--- src/rtl/data_route_pkg.sv ---
// rtl/data_route_pkg.sv - shared constants and types for the data_route 1-to-2 distributor
package data_route_pkg;

  localparam int DEF_WIDTH = 32;
  localparam int DEF_DEPTH = 2;
  localparam int STAT_W    = 16;

  localparam logic SEL_A = 1'b0;
  localparam logic SEL_B = 1'b1;

  // Encoded as {push, pop} so the FIFO can cast its strobes straight in.
  typedef enum logic [1:0] {
    FIFO_HOLD = 2'b00,
    FIFO_POP  = 2'b01,
    FIFO_PUSH = 2'b10,
    FIFO_BOTH = 2'b11
  } fifo_op_e;

  function automatic int cnt_bits(input int depth);
    return $clog2(depth) + 1;
  endfunction

endpackage

--- src/rtl/route_fifo.sv ---
// rtl/route_fifo.sv - synchronous FIFO with registered count, one per data_route output port
module route_fifo
  import data_route_pkg::*;
#(
  parameter int WIDTH = DEF_WIDTH,
  parameter int DEPTH = DEF_DEPTH
) (
  input  logic             CLK,
  input  logic             RST,
  input  logic             push_i,
  input  logic [WIDTH-1:0] push_data_i,
  output logic             full_o,
  input  logic             pop_i,
  output logic             empty_o,
  output logic [WIDTH-1:0] head_o
);

  localparam int PW = $clog2(DEPTH);
  localparam int CW = cnt_bits(DEPTH);
  localparam logic [CW-1:0] FULL_CNT = CW'(DEPTH);

  logic [WIDTH-1:0] mem_q [DEPTH];
  logic [PW-1:0]    wr_ptr_q, wr_ptr_d;
  logic [PW-1:0]    rd_ptr_q, rd_ptr_d;
  logic [CW-1:0]    count_q, count_d;
  logic             do_push, do_pop;
  fifo_op_e         op;

  assign full_o  = (count_q == FULL_CNT);
  assign empty_o = (count_q == '0);
  assign head_o  = mem_q[rd_ptr_q];

  assign do_push = push_i && !full_o;
  assign do_pop  = pop_i && !empty_o;
  assign op      = fifo_op_e'({do_push, do_pop});

  // DEPTH is a power of two, so pointers wrap by plain overflow.
  always_comb begin
    wr_ptr_d = wr_ptr_q;
    rd_ptr_d = rd_ptr_q;
    count_d  = count_q;
    case (op)
      FIFO_PUSH: begin
        wr_ptr_d = wr_ptr_q + 1'b1;
        count_d  = count_q + 1'b1;
      end
      FIFO_POP: begin
        rd_ptr_d = rd_ptr_q + 1'b1;
        count_d  = count_q - 1'b1;
      end
      FIFO_BOTH: begin
        wr_ptr_d = wr_ptr_q + 1'b1;
        rd_ptr_d = rd_ptr_q + 1'b1;
      end
      default: begin
        count_d = count_q;
      end
    endcase
  end

  always_ff @(posedge CLK) begin
    if (RST) begin
      wr_ptr_q <= '0;
      rd_ptr_q <= '0;
      count_q  <= '0;
    end else begin
      wr_ptr_q <= wr_ptr_d;
      rd_ptr_q <= rd_ptr_d;
      count_q  <= count_d;
    end
  end

  always_ff @(posedge CLK) begin
    if (!RST && do_push) begin
      mem_q[wr_ptr_q] <= push_data_i;
    end
  end

endmodule

--- src/rtl/data_route.sv ---
// rtl/data_route.sv - 1-to-2 buffered router steering each input word to port A or B by in_sel
// Optional per-port transfer counters cnt_a/cnt_b when DATA_ROUTE_STATS_EN is defined.
module data_route
  import data_route_pkg::*;
#(
  parameter int WIDTH = DEF_WIDTH,
  parameter int DEPTH = DEF_DEPTH
) (
  input  logic              CLK,
  input  logic              RST,
  input  logic              in_valid,
  output logic              in_ready,
  input  logic              in_sel,
  input  logic [WIDTH-1:0]  in_data,
  output logic              a_valid,
  input  logic              a_ready,
  output logic [WIDTH-1:0]  a_data,
  output logic              b_valid,
  input  logic              b_ready,
  output logic [WIDTH-1:0]  b_data
`ifdef DATA_ROUTE_STATS_EN
  ,
  output logic [STAT_W-1:0] cnt_a,
  output logic [STAT_W-1:0] cnt_b
`endif
);

  logic push_a, push_b, pop_a, pop_b;
  logic full_a, full_b, empty_a, empty_b;

  // Only the selected FIFO's fullness matters: head-of-line blocking is intentional,
  // and consumer readiness never feeds back into in_ready.
  assign in_ready = (in_sel == SEL_B) ? !full_b : !full_a;
  assign push_a   = in_valid && in_ready && (in_sel == SEL_A);
  assign push_b   = in_valid && in_ready && (in_sel == SEL_B);

  assign a_valid = !empty_a;
  assign b_valid = !empty_b;
  assign pop_a   = a_valid && a_ready;
  assign pop_b   = b_valid && b_ready;

  route_fifo #(.WIDTH(WIDTH), .DEPTH(DEPTH)) u_fifo_a (
    .CLK         (CLK),
    .RST         (RST),
    .push_i      (push_a),
    .push_data_i (in_data),
    .full_o      (full_a),
    .pop_i       (pop_a),
    .empty_o     (empty_a),
    .head_o      (a_data)
  );

  route_fifo #(.WIDTH(WIDTH), .DEPTH(DEPTH)) u_fifo_b (
    .CLK         (CLK),
    .RST         (RST),
    .push_i      (push_b),
    .push_data_i (in_data),
    .full_o      (full_b),
    .pop_i       (pop_b),
    .empty_o     (empty_b),
    .head_o      (b_data)
  );

`ifdef DATA_ROUTE_STATS_EN
  logic [STAT_W-1:0] cnt_a_q, cnt_a_d;
  logic [STAT_W-1:0] cnt_b_q, cnt_b_d;

  always_comb begin
    cnt_a_d = cnt_a_q;
    cnt_b_d = cnt_b_q;
    if (pop_a) cnt_a_d = cnt_a_q + 1'b1;
    if (pop_b) cnt_b_d = cnt_b_q + 1'b1;
  end

  always_ff @(posedge CLK) begin
    if (RST) begin
      cnt_a_q <= '0;
      cnt_b_q <= '0;
    end else begin
      cnt_a_q <= cnt_a_d;
      cnt_b_q <= cnt_b_d;
    end
  end

  assign cnt_a = cnt_a_q;
  assign cnt_b = cnt_b_q;
`endif

  // A stalled producer must hold its word and destination until accepted.
  a_in_hold: assert property (@(posedge CLK) disable iff (RST)
    (in_valid && !in_ready) |=> (!in_valid || ($stable(in_data) && $stable(in_sel))));

endmodule

--- config.mk ---
export PLATFORM = sky130hd
export DESIGN_NAME = data_route
export DESIGN_NICKNAME = d
export VERILOG_FILES = /design/src/rtl/data_route_pkg.sv /design/src/rtl/route_fifo.sv /design/src/rtl/data_route.sv
export SDC_FILE = /design/constraint.sdc
export NUM_CORES = 1
export LEC_CHECK = 0
export ABC_AREA = 1
export BUFFER_PORTS_ARGS = -buffer_cell sky130_fd_sc_hd__buf_2
export CORE_MARGIN = 3
export CORE_UTILIZATION = 55
export CTS_CLUSTER_DIAMETER = 50
export DETAILED_ROUTE_END_ITERATION = 16
export PLACE_DENSITY_LB_ADDON = 0.12
export SYNTH_ARGS = -nofsm -noshare
export SYNTH_HDL_FRONTEND = slang
export SYNTH_SLANG_ARGS = --single-unit
--- constraint.sdc ---
create_clock -name CLK -period 3.84 [get_ports CLK]
set_input_delay 0.768 -clock CLK [delete_from_list [all_inputs] [get_ports CLK]]
set_output_delay 0.768 -clock CLK [all_outputs]
set_load 0.02 [all_outputs]
==> results.md, run 1 <==
* Nets at 449
* Setup Fix Bufs, Post-CTS at 0
* VDD IR max at 0.3326 mV
* Chip Width at 106.3 um
* Synth warn at 0
* Critical Path RT at 3.07 ns
* Cts hold-fix bufs at 0
* First-pass GRT wire length at 14680 um
* Antenna violations before repair at 0
* Port bufs at 104
* Initial Util at 58.20%
* Die ar. at 0.01129 mm^2
* Maximum net fanout on the critical path at 22
* Detailed Place HPWL at 5972 um
* Placeable Area at 0.009503 mm^2
* Initial DRC Count at 127
* Worst reg2reg startpoint: u_fifo_b.count_q[0]$_SDFFE_PP0P_
* Syn_nets at 332
* Lkg Pwr at 2.599 nW
* DR WL/cell at 17.06 um
* WS Path Type: reg -> out
* Final Hold Viols at 0
* CTS sink cnt at 138
* Clk_lat worst skew at 0.51 ns
* CP endpoint kind: output pin
* Total track usage at 17.70%
* DRT antenna net count at 0
* Unrepaired setup endpoints after global routing: false
* Setup Skew at 0.008043 ns
* Count leader, synth: edfxtp_1
* Yosys top cell area share at 69.50%
* Synthesized cell area at 0.005530 mm^2
* Critical path arrival at 2.19 ns
* Fin crit period at 2.957 ns
* Ys flop type: edfxtp_1
* Final GP Congestion at 0.6953
* Max clock buf depth at 2
* Post-synth EDFFs at 128
* Vias in the first global route at 2915
* Vias/cell at 5.007
* Mapped Avg Cell Area at 19.20 um^2
* Worst R2R Setup Slack at 1.81 ns
* Die Height at 106.3 um
* Io pins at 105
* Hold Crit Start: in_data[12]
* CTS tree: done
* Worst Setup Start Kind: flip-flop
* Hold endpoint: u_fifo_b.mem_q[1][12]$_DFFE_PP_
* Worst-Margin Slew at 1.006 ns
* DRC Markers at 0
* # resized after CTS at 0
* Setup tns final at 0 ns
* Power per standard cell area at 558.9 mW/mm^2
* Setup violators final at 0
* First-pass detailed-route iteration total at 4
* Row cnt at 35
* Cell taking the most area after synthesis: edfxtp_1
* Synthesis-stage register bit count at 138
* Worst hold stages at 1
* FMAX at 0.3381 GHz
* Largest net degree at the start of global routing at 33
* Reg clk slew, reported paths at 0.06 ns
* Sequential area share after synthesis at 73.12%
* Final period util at 77.01%
* Layout cells sized above 1 at 51.91%
* Slew headroom at 32.79%
* Overflow after GRT at 0
* Outcome: finished, final reports clean
* Area grow syn2layout at 20.41%
* R2r endpoint: u_fifo_b.mem_q[0][28]$_DFFE_PP_
* Layout Utilization at 70.07%
* Antenna cells at 0
* Clk root buf: clkbuf_8
* Post-synth ARST share at 0%
* Top post-synthesis cells by count: 128 x edfxtp_1, 60 x mux2_4, 20 x nor2_1, 15 x inv_1, 13 x nand2_1
* Area contributors post-synth: edfxtp_1 70%, mux2_4 16%, dfxtp_1 3.6%
* Final slew viol count at 0
* WL final at 9332 um
* Via count at 2739
* Hold Path Class: in -> reg
* Cells on worst reg2reg path at 6
* Max-Cap Viols at 0
* H-tree Lvls at 4
* CTS buffer count at 17
* Post-synth cell types at 18
* Post-synthesis cell count at 288
layout make-up:
class,count,area [um^2]
fillers,648,2844
clock inverters,10,66.31
inverters,19,71.32
well taps,129,161.4
repair buffers,106,535.5
flip-flops and latches,138,4046
multi-input cells,123,1303
clock buffers,22,475.5
stage by stage:
step	area (um^2)	hold slack (ns)	std cells	power, W	setup slack (ns)
global placement	6117	0.4787	515	0.002302	1.376
finish	6659	0.4684	547	0.003722	0.8827
CTS	6659	0.4364	547	0.003763	0.8176
global route	6659	0.4496	547	0.003871	0.7672
floorplan	5530	0.4645	288	0.002190	1.001
detailed placement	6117	0.4841	515	0.002312	1.334
critical path, stage by stage, from the launching register on:
cell     delay [ns]
dfxtp_2        0.79
buf_4          0.39
mux2_4         0.34
buf_2          0.16
cells in the final DEF (no fill, tap or decap), types with 8 or more instances in the layout:
master / netlist / layout
nand2_1: 13 / 13
edfxtp_1: 128 / 128
buf_2: 0 / 104
clkbuf_16: 0 / 18
nor2_1: 20 / 16
inv_1: 15 / 15
dfxtp_1: 10 / 8
mux2_4: 60 / 60
where the power goes:
| group | internal [W] | switching [W] | leakage [nW] |
|---|---|---|---|
| combinational | 0.000231 | 0.000283 | 1.08 |
| clock | 0.000869 | 0.000579 | 0.270 |
| sequential | 0.00171 | 0.0000538 | 1.25 |
| total | 0.00281 | 0.000915 | 2.60 |
flip-flops by register name, summed over array words and instances (netlist names), named ones only:
| signal | flops |
|---|---|
| u_fifo_a.count_q | 2 |
| u_fifo_a.mem_q | 64 |
| u_fifo_a.rd_ptr_q | 1 |
| u_fifo_a.wr_ptr_q | 1 |
| u_fifo_b.count_q | 2 |
| u_fifo_b.mem_q | 64 |
| u_fifo_b.rd_ptr_q | 1 |
| u_fifo_b.wr_ptr_q | 1 |
logic make-up (layout without fill, tap and decap cells):
family	Yosys count	count (layout)	share of synthesized area [%]
flops	138	138	73.12
simple gates	43	43	3.552
compound gates	10	10	0.9954
fa+ha+maj	6	6	1.357
mux	64	64	17.10
buf+inv	27	157	3.869
worst max path at each step:
stage | startpoint | to | slack [ns] | cells past startpoint
final | flip-flop | a_data[23] | 0.88 | 3
after global routing | flip-flop | b_data[10] | 0.77 | 3
after CTS | flip-flop | b_data[9] | 0.82 | 3
after detailed placement | RST | u_fifo_b.mem_q[0][25]$_DFFE_PP_ | 1.33 | 4
after global placement | in_sel | u_fifo_a.mem_q[0][25]$_DFFE_PP_ | 1.38 | 6
after floorplan | in_sel | u_fifo_a.mem_q[0][0]$_DFFE_PP_ | 1.00 | 5
routing by layer:
metal	track usage, %	vias to the layer above	share of wire [%]
li1	-	1302	-
met1	21.28	1337	42
met2	29.41	85	50
met3	5.768	15	6.2
met4	7.493	0	1.6
met5	0	-	0
Power figures use the tool's default switching activity.
==> run 2: changes to the inputs <==
--- a/config.mk
+++ b/config.mk
@@ -8,7 +8,7 @@
 export ABC_AREA = 1
 export BUFFER_PORTS_ARGS = -buffer_cell sky130_fd_sc_hd__buf_2
 export CORE_MARGIN = 3
-export CORE_UTILIZATION = 55
+export CORE_UTILIZATION = 50
 export CTS_CLUSTER_DIAMETER = 50
 export DETAILED_ROUTE_END_ITERATION = 16
 export PLACE_DENSITY_LB_ADDON = 0.12
==> constraint.sdc (replaced) <==
create_clock -name CLK -period 2.55 [get_ports CLK]
set_input_delay 0.51 -clock CLK [delete_from_list [all_inputs] [get_ports CLK]]
set_output_delay 0.51 -clock CLK [all_outputs]
set_load 0.02 [all_outputs]
==> run 2 against run 1 <==
- register-to-register slack got worse by 1.1 ns
- sequential share of layout area shrank 1.5 points
- via count is 2.2% higher
- setup slack worse by 0.70 ns
- global-route usage down 1.0 points
- sequential power is 49% higher
- core utilization shrank 5.4 points
- critical path type unchanged
- largest power group unchanged
- highest routed layer unchanged
==> results.md, run 2 (synthesized netlist as in run 1, its figures left out) <==
* Nets at 456
* DRT antenna net count at 0
* Overflow after GRT at 0
* Row cnt at 37
* Critical path arrival at 1.85 ns
* Vias/cell at 4.991
* Final slew viol count at 0
* Setup Skew at 0.009725 ns
* First-pass detailed-route iteration total at 4
* Hold Path Class: in -> reg
* Final GP Congestion at 0.7450
* Worst R2R Setup Slack at 0.73 ns
* Layout cells sized above 1 at 52.83%
* Most frequent cells in the layout: 128 x edfxtp_1, 104 x buf_2, 60 x mux2_4, 16 x nor2_1, 16 x clkbuf_16
* DRC Markers at 0
* DR WL/cell at 17.48 um
* Largest net degree at the start of global routing at 26
* R2r endpoint: u_fifo_b.mem_q[0][6]$_DFFE_PP_
* Biggest regs: u_fifo_a.mem_q (64), u_fifo_b.mem_q (64)
* Port bufs at 104
* Clk_lat worst skew at 0.52 ns
* Initial DRC Count at 152
* Placeable Area at 0.01056 mm^2
* Fin crit period at 2.363 ns
* Max clock buf depth at 2
* # resized after CTS at 0
* Hold Crit Start: in_data[20]
* Total power at 0.005900 W
* Chip Width at 111.2 um
* Final Hold Viols at 0
* Setup violators final at 0
* Unrepaired setup endpoints after global routing: false
* Initial Util at 52.39%
* Setup Fix Bufs, Post-CTS at 0
* FMAX at 0.4232 GHz
* Die Height at 111.2 um
* Worst hold stages at 1
* Reg clk slew, reported paths at 0.06 ns
* Worst-Margin Slew at 0.4386 ns
* Slew headroom at 70.69%
* WL final at 9804 um
* Critical Path RT at 2.04 ns
* Die ar. at 0.01236 mm^2
* Maximum net fanout on the critical path at 10
* Vias in the first global route at 2936
* Cells on worst reg2reg path at 7
* Detailed Place HPWL at 6447 um
* CP endpoint kind: output pin
* Total track usage at 16.71%
* Antenna violations before repair at 1
* WS Path Type: reg -> out
* Max-Cap Viols at 0
* Outcome: finished, final reports clean
* Clk root buf: clkbuf_8
* Leading cell type in the layout, fill and taps excluded: edfxtp_1
* Io pins at 105
* Power per standard cell area at 864.3 mW/mm^2
* Hold endpoint: u_fifo_a.mem_q[0][20]$_DFFE_PP_
* Worst reg2reg startpoint: u_fifo_b.count_q[0]$_SDFFE_PP0P_
* H-tree Lvls at 4
* Area grow syn2layout at 23.44%
* Worst Setup Start Kind: flip-flop
* CTS sink cnt at 138
* Hold slack at 0.2095 ns
* Cts hold-fix bufs at 0
* VDD IR max at 0.5755 mV
* CTS tree: done
* First-pass GRT wire length at 15610 um
* Via count at 2800
* Final period util at 92.67%
* Lkg Pwr at 2.658 nW
* CTS buffer count at 17
[run 2: cell types whose count changed in the layout (fill, tap and decap cells not counted), sizes merged]
| cell | delta |
|---|---|
| buf | +7 |
| clkinvlp | +3 |
| bufinv | +4 |
| diode | +1 |
| inv | -3 |
| clkinv | -1 |
| clkbuf | -4 |
[run 2: critical path, cell delays in order (launching register included)]
cell,delay (ns)
dfxtp_2,0.53
buf_4,0.31
mux2_4,0.33
buf_2,0.16
[run 2: layout make-up]
class	count	area (um^2)
antenna	1	2.502
clock buffer	18	417.9
clock inverter	13	177.7
fill	771	3729
inverter	19	71.32
multi-input combinational	123	1303
sequential	138	4046
tap	136	170.2
timing repair buffer	113	638.1
[run 2: worst max path at each step]
stage	startpoint	endpoint	slack [ns]	cells after the start
2_1_floorplan	in_sel	u_fifo_a.mem_q[0][0]$_DFFE_PP_	-0.03	5
3_3_place_gp	RST	u_fifo_b.mem_q[0][27]$_DFFE_PP_	0.65	5
3_5_place_dp	RST	u_fifo_b.mem_q[0][6]$_DFFE_PP_	0.58	5
4_1_cts	flip-flop	a_data[0]	0.13	3
5_1_grt	flip-flop	a_data[21]	0.1	3
6_report	flip-flop	a_data[0]	0.19	3
[run 2: where the power goes]
| group | internal (W) | leakage [nW] | switching, W | total (W) |
|---|---|---|---|---|
| Sequential | 0.00257 | 1.25 | 0.0000547 | 0.00262 |
| Combinational | 0.000369 | 1.13 | 0.000463 | 0.000832 |
| Clock | 0.00157 | 0.280 | 0.000873 | 0.00245 |
| Total | 0.00451 | 2.66 | 0.00139 | 0.00590 |
[run 2: through the flow]
step	area [um^2]	std cells	setup TNS [ns]	setup WS [ns]	util [%]
3_5_place_dp	6228	529	0	0.5814	59.01
5_1_grt	6824	560	0	0.09979	64.65
3_3_place_gp	6228	529	0	0.6471	59.01
2_1_floorplan	5530	288	-3.460	-0.03077	-
6_report	6827	561	0	0.1868	64.68
4_1_cts	6824	560	0	0.1339	64.65
[run 2: layer usage]
| metal | track usage (%) | vias to the layer above | part of all wire (%) | wire length [um] |
|---|---|---|---|---|
| li1 | - | 1319 | - | - |
| met1 | 21.31 | 1377 | 44 | 4272 |
| met2 | 26.42 | 90 | 49 | 4826 |
| met3 | 5.349 | 14 | 5.8 | 567 |
| met4 | 7.137 | 0 | 1.4 | 136 |
| met5 | 0 | - | 0 | 0 |
==> run 3: changes to the inputs <==
--- a/config.mk
+++ b/config.mk
@@ -12,6 +12,7 @@
 export CTS_CLUSTER_DIAMETER = 50
 export DETAILED_ROUTE_END_ITERATION = 16
 export PLACE_DENSITY_LB_ADDON = 0.12
+export REMOVE_ABC_BUFFERS = 1
 export SYNTH_ARGS = -nofsm -noshare
 export SYNTH_HDL_FRONTEND = slang
 export SYNTH_SLANG_ARGS = --single-unit
==> run 3 against run 2 <==
- sequential share of layout area increased by 0.29 points
- largest cell class unchanged
- core utilization shrank 0.32 points
- die area unchanged
- final area down 0.49%
- via count down 1.0%
- clock power down 6%
- sequential power about the same
- setup slack worse by 0.039 ns
- non-clock buffer count rose by 1
- highest routed layer is now met5
==> results.md, run 3 (synthesized netlist as in run 1, its figures left out) <==
* R2r endpoint: u_fifo_b.mem_q[0][1]$_DFFE_PP_
* Outcome: finished, final reports clean
* Fin crit period at 2.402 ns
* Post-Place Worst Slack at 0.5859 ns
* Io pins at 105
* Lkg Pwr at 2.649 nW
* Final Hold Viols at 0
* Antenna cells at 0
* Crit-path max cell delay at 0.63 ns
* Hold Path Class: in -> reg
* Area grow syn2layout at 22.83%
* First-pass GRT wire length at 15210 um
* Cells on worst reg2reg path at 7
* P_int at 0.004270 W
* Placeable Area at 0.01056 mm^2
* Leading cell type in the layout, fill and taps excluded: edfxtp_1
* Worst hold stages at 1
* # resized after CTS at 0
* Post-Layout Cell Count at 562
* CTS buffer count at 17
* Setup Fix Bufs, Post-CTS at 0
* CTS tree: done
* Layout cells sized above 1 at 53.52%
* Hold endpoint: u_fifo_a.mem_q[0][12]$_DFFE_PP_
* Combinational power share at 14.3%
* Die Height at 111.2 um
* Critical Path RT at 2.04 ns
* Layout Utilization at 64.36%
* FMAX at 0.4164 GHz
* Critical-path cell list: buf_4 > mux2_2 > buf_2
* Largest net degree at the start of global routing at 33
* Max clock buf depth at 2
* WP buf/inv at 2
* Slew headroom at 68.65%
* Vias in the first global route at 2810
* Switching Share at 25.90%
* Overflow after GRT at 0
* Cts hold-fix bufs at 0
* Antenna violations before repair at 1
* Clk_lat worst skew at 0.51 ns
* P_sw at 0.001493 W
* Design area at 0.006793 mm^2
* Worst-Margin Slew at 0.4703 ns
* CTS sink cnt at 138
* Final period util at 94.18%
* Final slew viol count at 0
* DR WL/cell at 16.88 um
* Placed cell areas at 0.006223 mm^2
* CP endpoint kind: output pin
* Maximum net fanout on the critical path at 13
* Power per standard cell area at 848.3 mW/mm^2
* Setup violators final at 0
* Max-Cap Viols at 0
* H-tree Lvls at 4
* Row cnt at 37
* Chip Width at 111.2 um
* Slowest cell on the critical path: dfxtp_2
* Worst setup margin at 0.1483 ns
* Clock share of power at 40.0%
* DP Cell Count at 530
* Final GP Congestion at 0.7044
* Vias/cell at 4.931
* Top delay family on crit path: flip-flops
* Total track usage at 16.09%
* Clk root buf: clkbuf_8
* Nets at 457
* Worst Setup Start Kind: flip-flop
* VDD IR max at 0.6295 mV
* DRT antenna net count at 0
* Sequential share of power at 45.7%
* Biggest regs: u_fifo_a.mem_q (64), u_fifo_b.mem_q (64)
* Port bufs at 104
* Via count at 2771
* Reg clk slew, reported paths at 0.06 ns
* WL final at 9486 um
* First-pass detailed-route iteration total at 4
* Unrepaired setup endpoints after global routing: false
* Worst reg2reg startpoint: u_fifo_b.count_q[0]$_SDFFE_PP0P_
* WS Path Type: reg -> out
* Detailed Place HPWL at 6431 um
* Initial Util at 52.39%
* Setup Skew at 0.007721 ns
* Most frequent cells in the layout: 128 x edfxtp_1, 104 x buf_2, 60 x mux2_4, 16 x nor2_1, 16 x clkbuf_16
* DRC Markers at 0
* Hold Crit Start: in_data[12]
* Setup tns final at 0 ns
* Critical path arrival at 1.89 ns
* Die ar. at 0.01236 mm^2
* Worst R2R Setup Slack at 0.75 ns
* Initial DRC Count at 81
==> run 3: power groups by stage <==
stage | Combinational [W] | Clock [W] | Sequential (W)
6_report | 0.000822 | 0.00231 | 0.00263
5_1_grt | 0.000888 | 0.00245 | 0.00264
4_1_cts | 0.000837 | 0.00235 | 0.00263
3_5_place_dp | 0.000834 | 0 | 0.00268
3_3_place_gp | 0.000827 | 0 | 0.00268
2_1_floorplan | 0.000534 | 0 | 0.00270
==> run 3: metrics by stage <==
| stage | hold WS, ns | power [W] |
|---|---|---|
| 6_report | 0.2153 | 0.005762 |
| 5_1_grt | 0.1964 | 0.005978 |
| 4_1_cts | 0.1962 | 0.005819 |
| 3_5_place_dp | 0.4934 | 0.003515 |
| 3_3_place_gp | 0.4799 | 0.003505 |
| 2_1_floorplan | 0.4645 | 0.003236 |
==> run 3: layout make-up <==
cell class / count / area, um^2
clock buffer: 17 / 414.1
clock inverter: 15 / 155.1
fill: 767 / 3762
inverter: 19 / 71.32
multi-input combinational: 123 / 1303
sequential: 138 / 4046
tap: 136 / 170.2
timing repair buffer: 114 / 633.1
==> run 3: worst max path at each step <==
| stage | startpoint | endpoint | slack (ns) | cells after the start |
|---|---|---|---|---|
| after global placement | RST | u_fifo_b.mem_q[0][24]$_DFFE_PP_ | 0.61 | 5 |
| after CTS | flip-flop | a_data[1] | 0.10 | 3 |
| final | flip-flop | a_data[1] | 0.15 | 3 |
| after floorplan | in_sel | u_fifo_a.mem_q[0][0]$_DFFE_PP_ | -0.03 | 5 |
| after detailed placement | RST | u_fifo_b.mem_q[0][17]$_DFFE_PP_ | 0.59 | 5 |
| after global routing | flip-flop | a_data[1] | 0.06 | 3 |
==> run 3: per-layer routing <==
metal	vias up	part of all wire (%)	wire length, um	GRT usage (%)
met4	2	1.2	112	5.109
met2	85	46	4340	23.72
li1	1319	-	-	-
met1	1355	46	4380	22.24
met3	10	6.7	636	6.114
met5	-	0.17	16	0
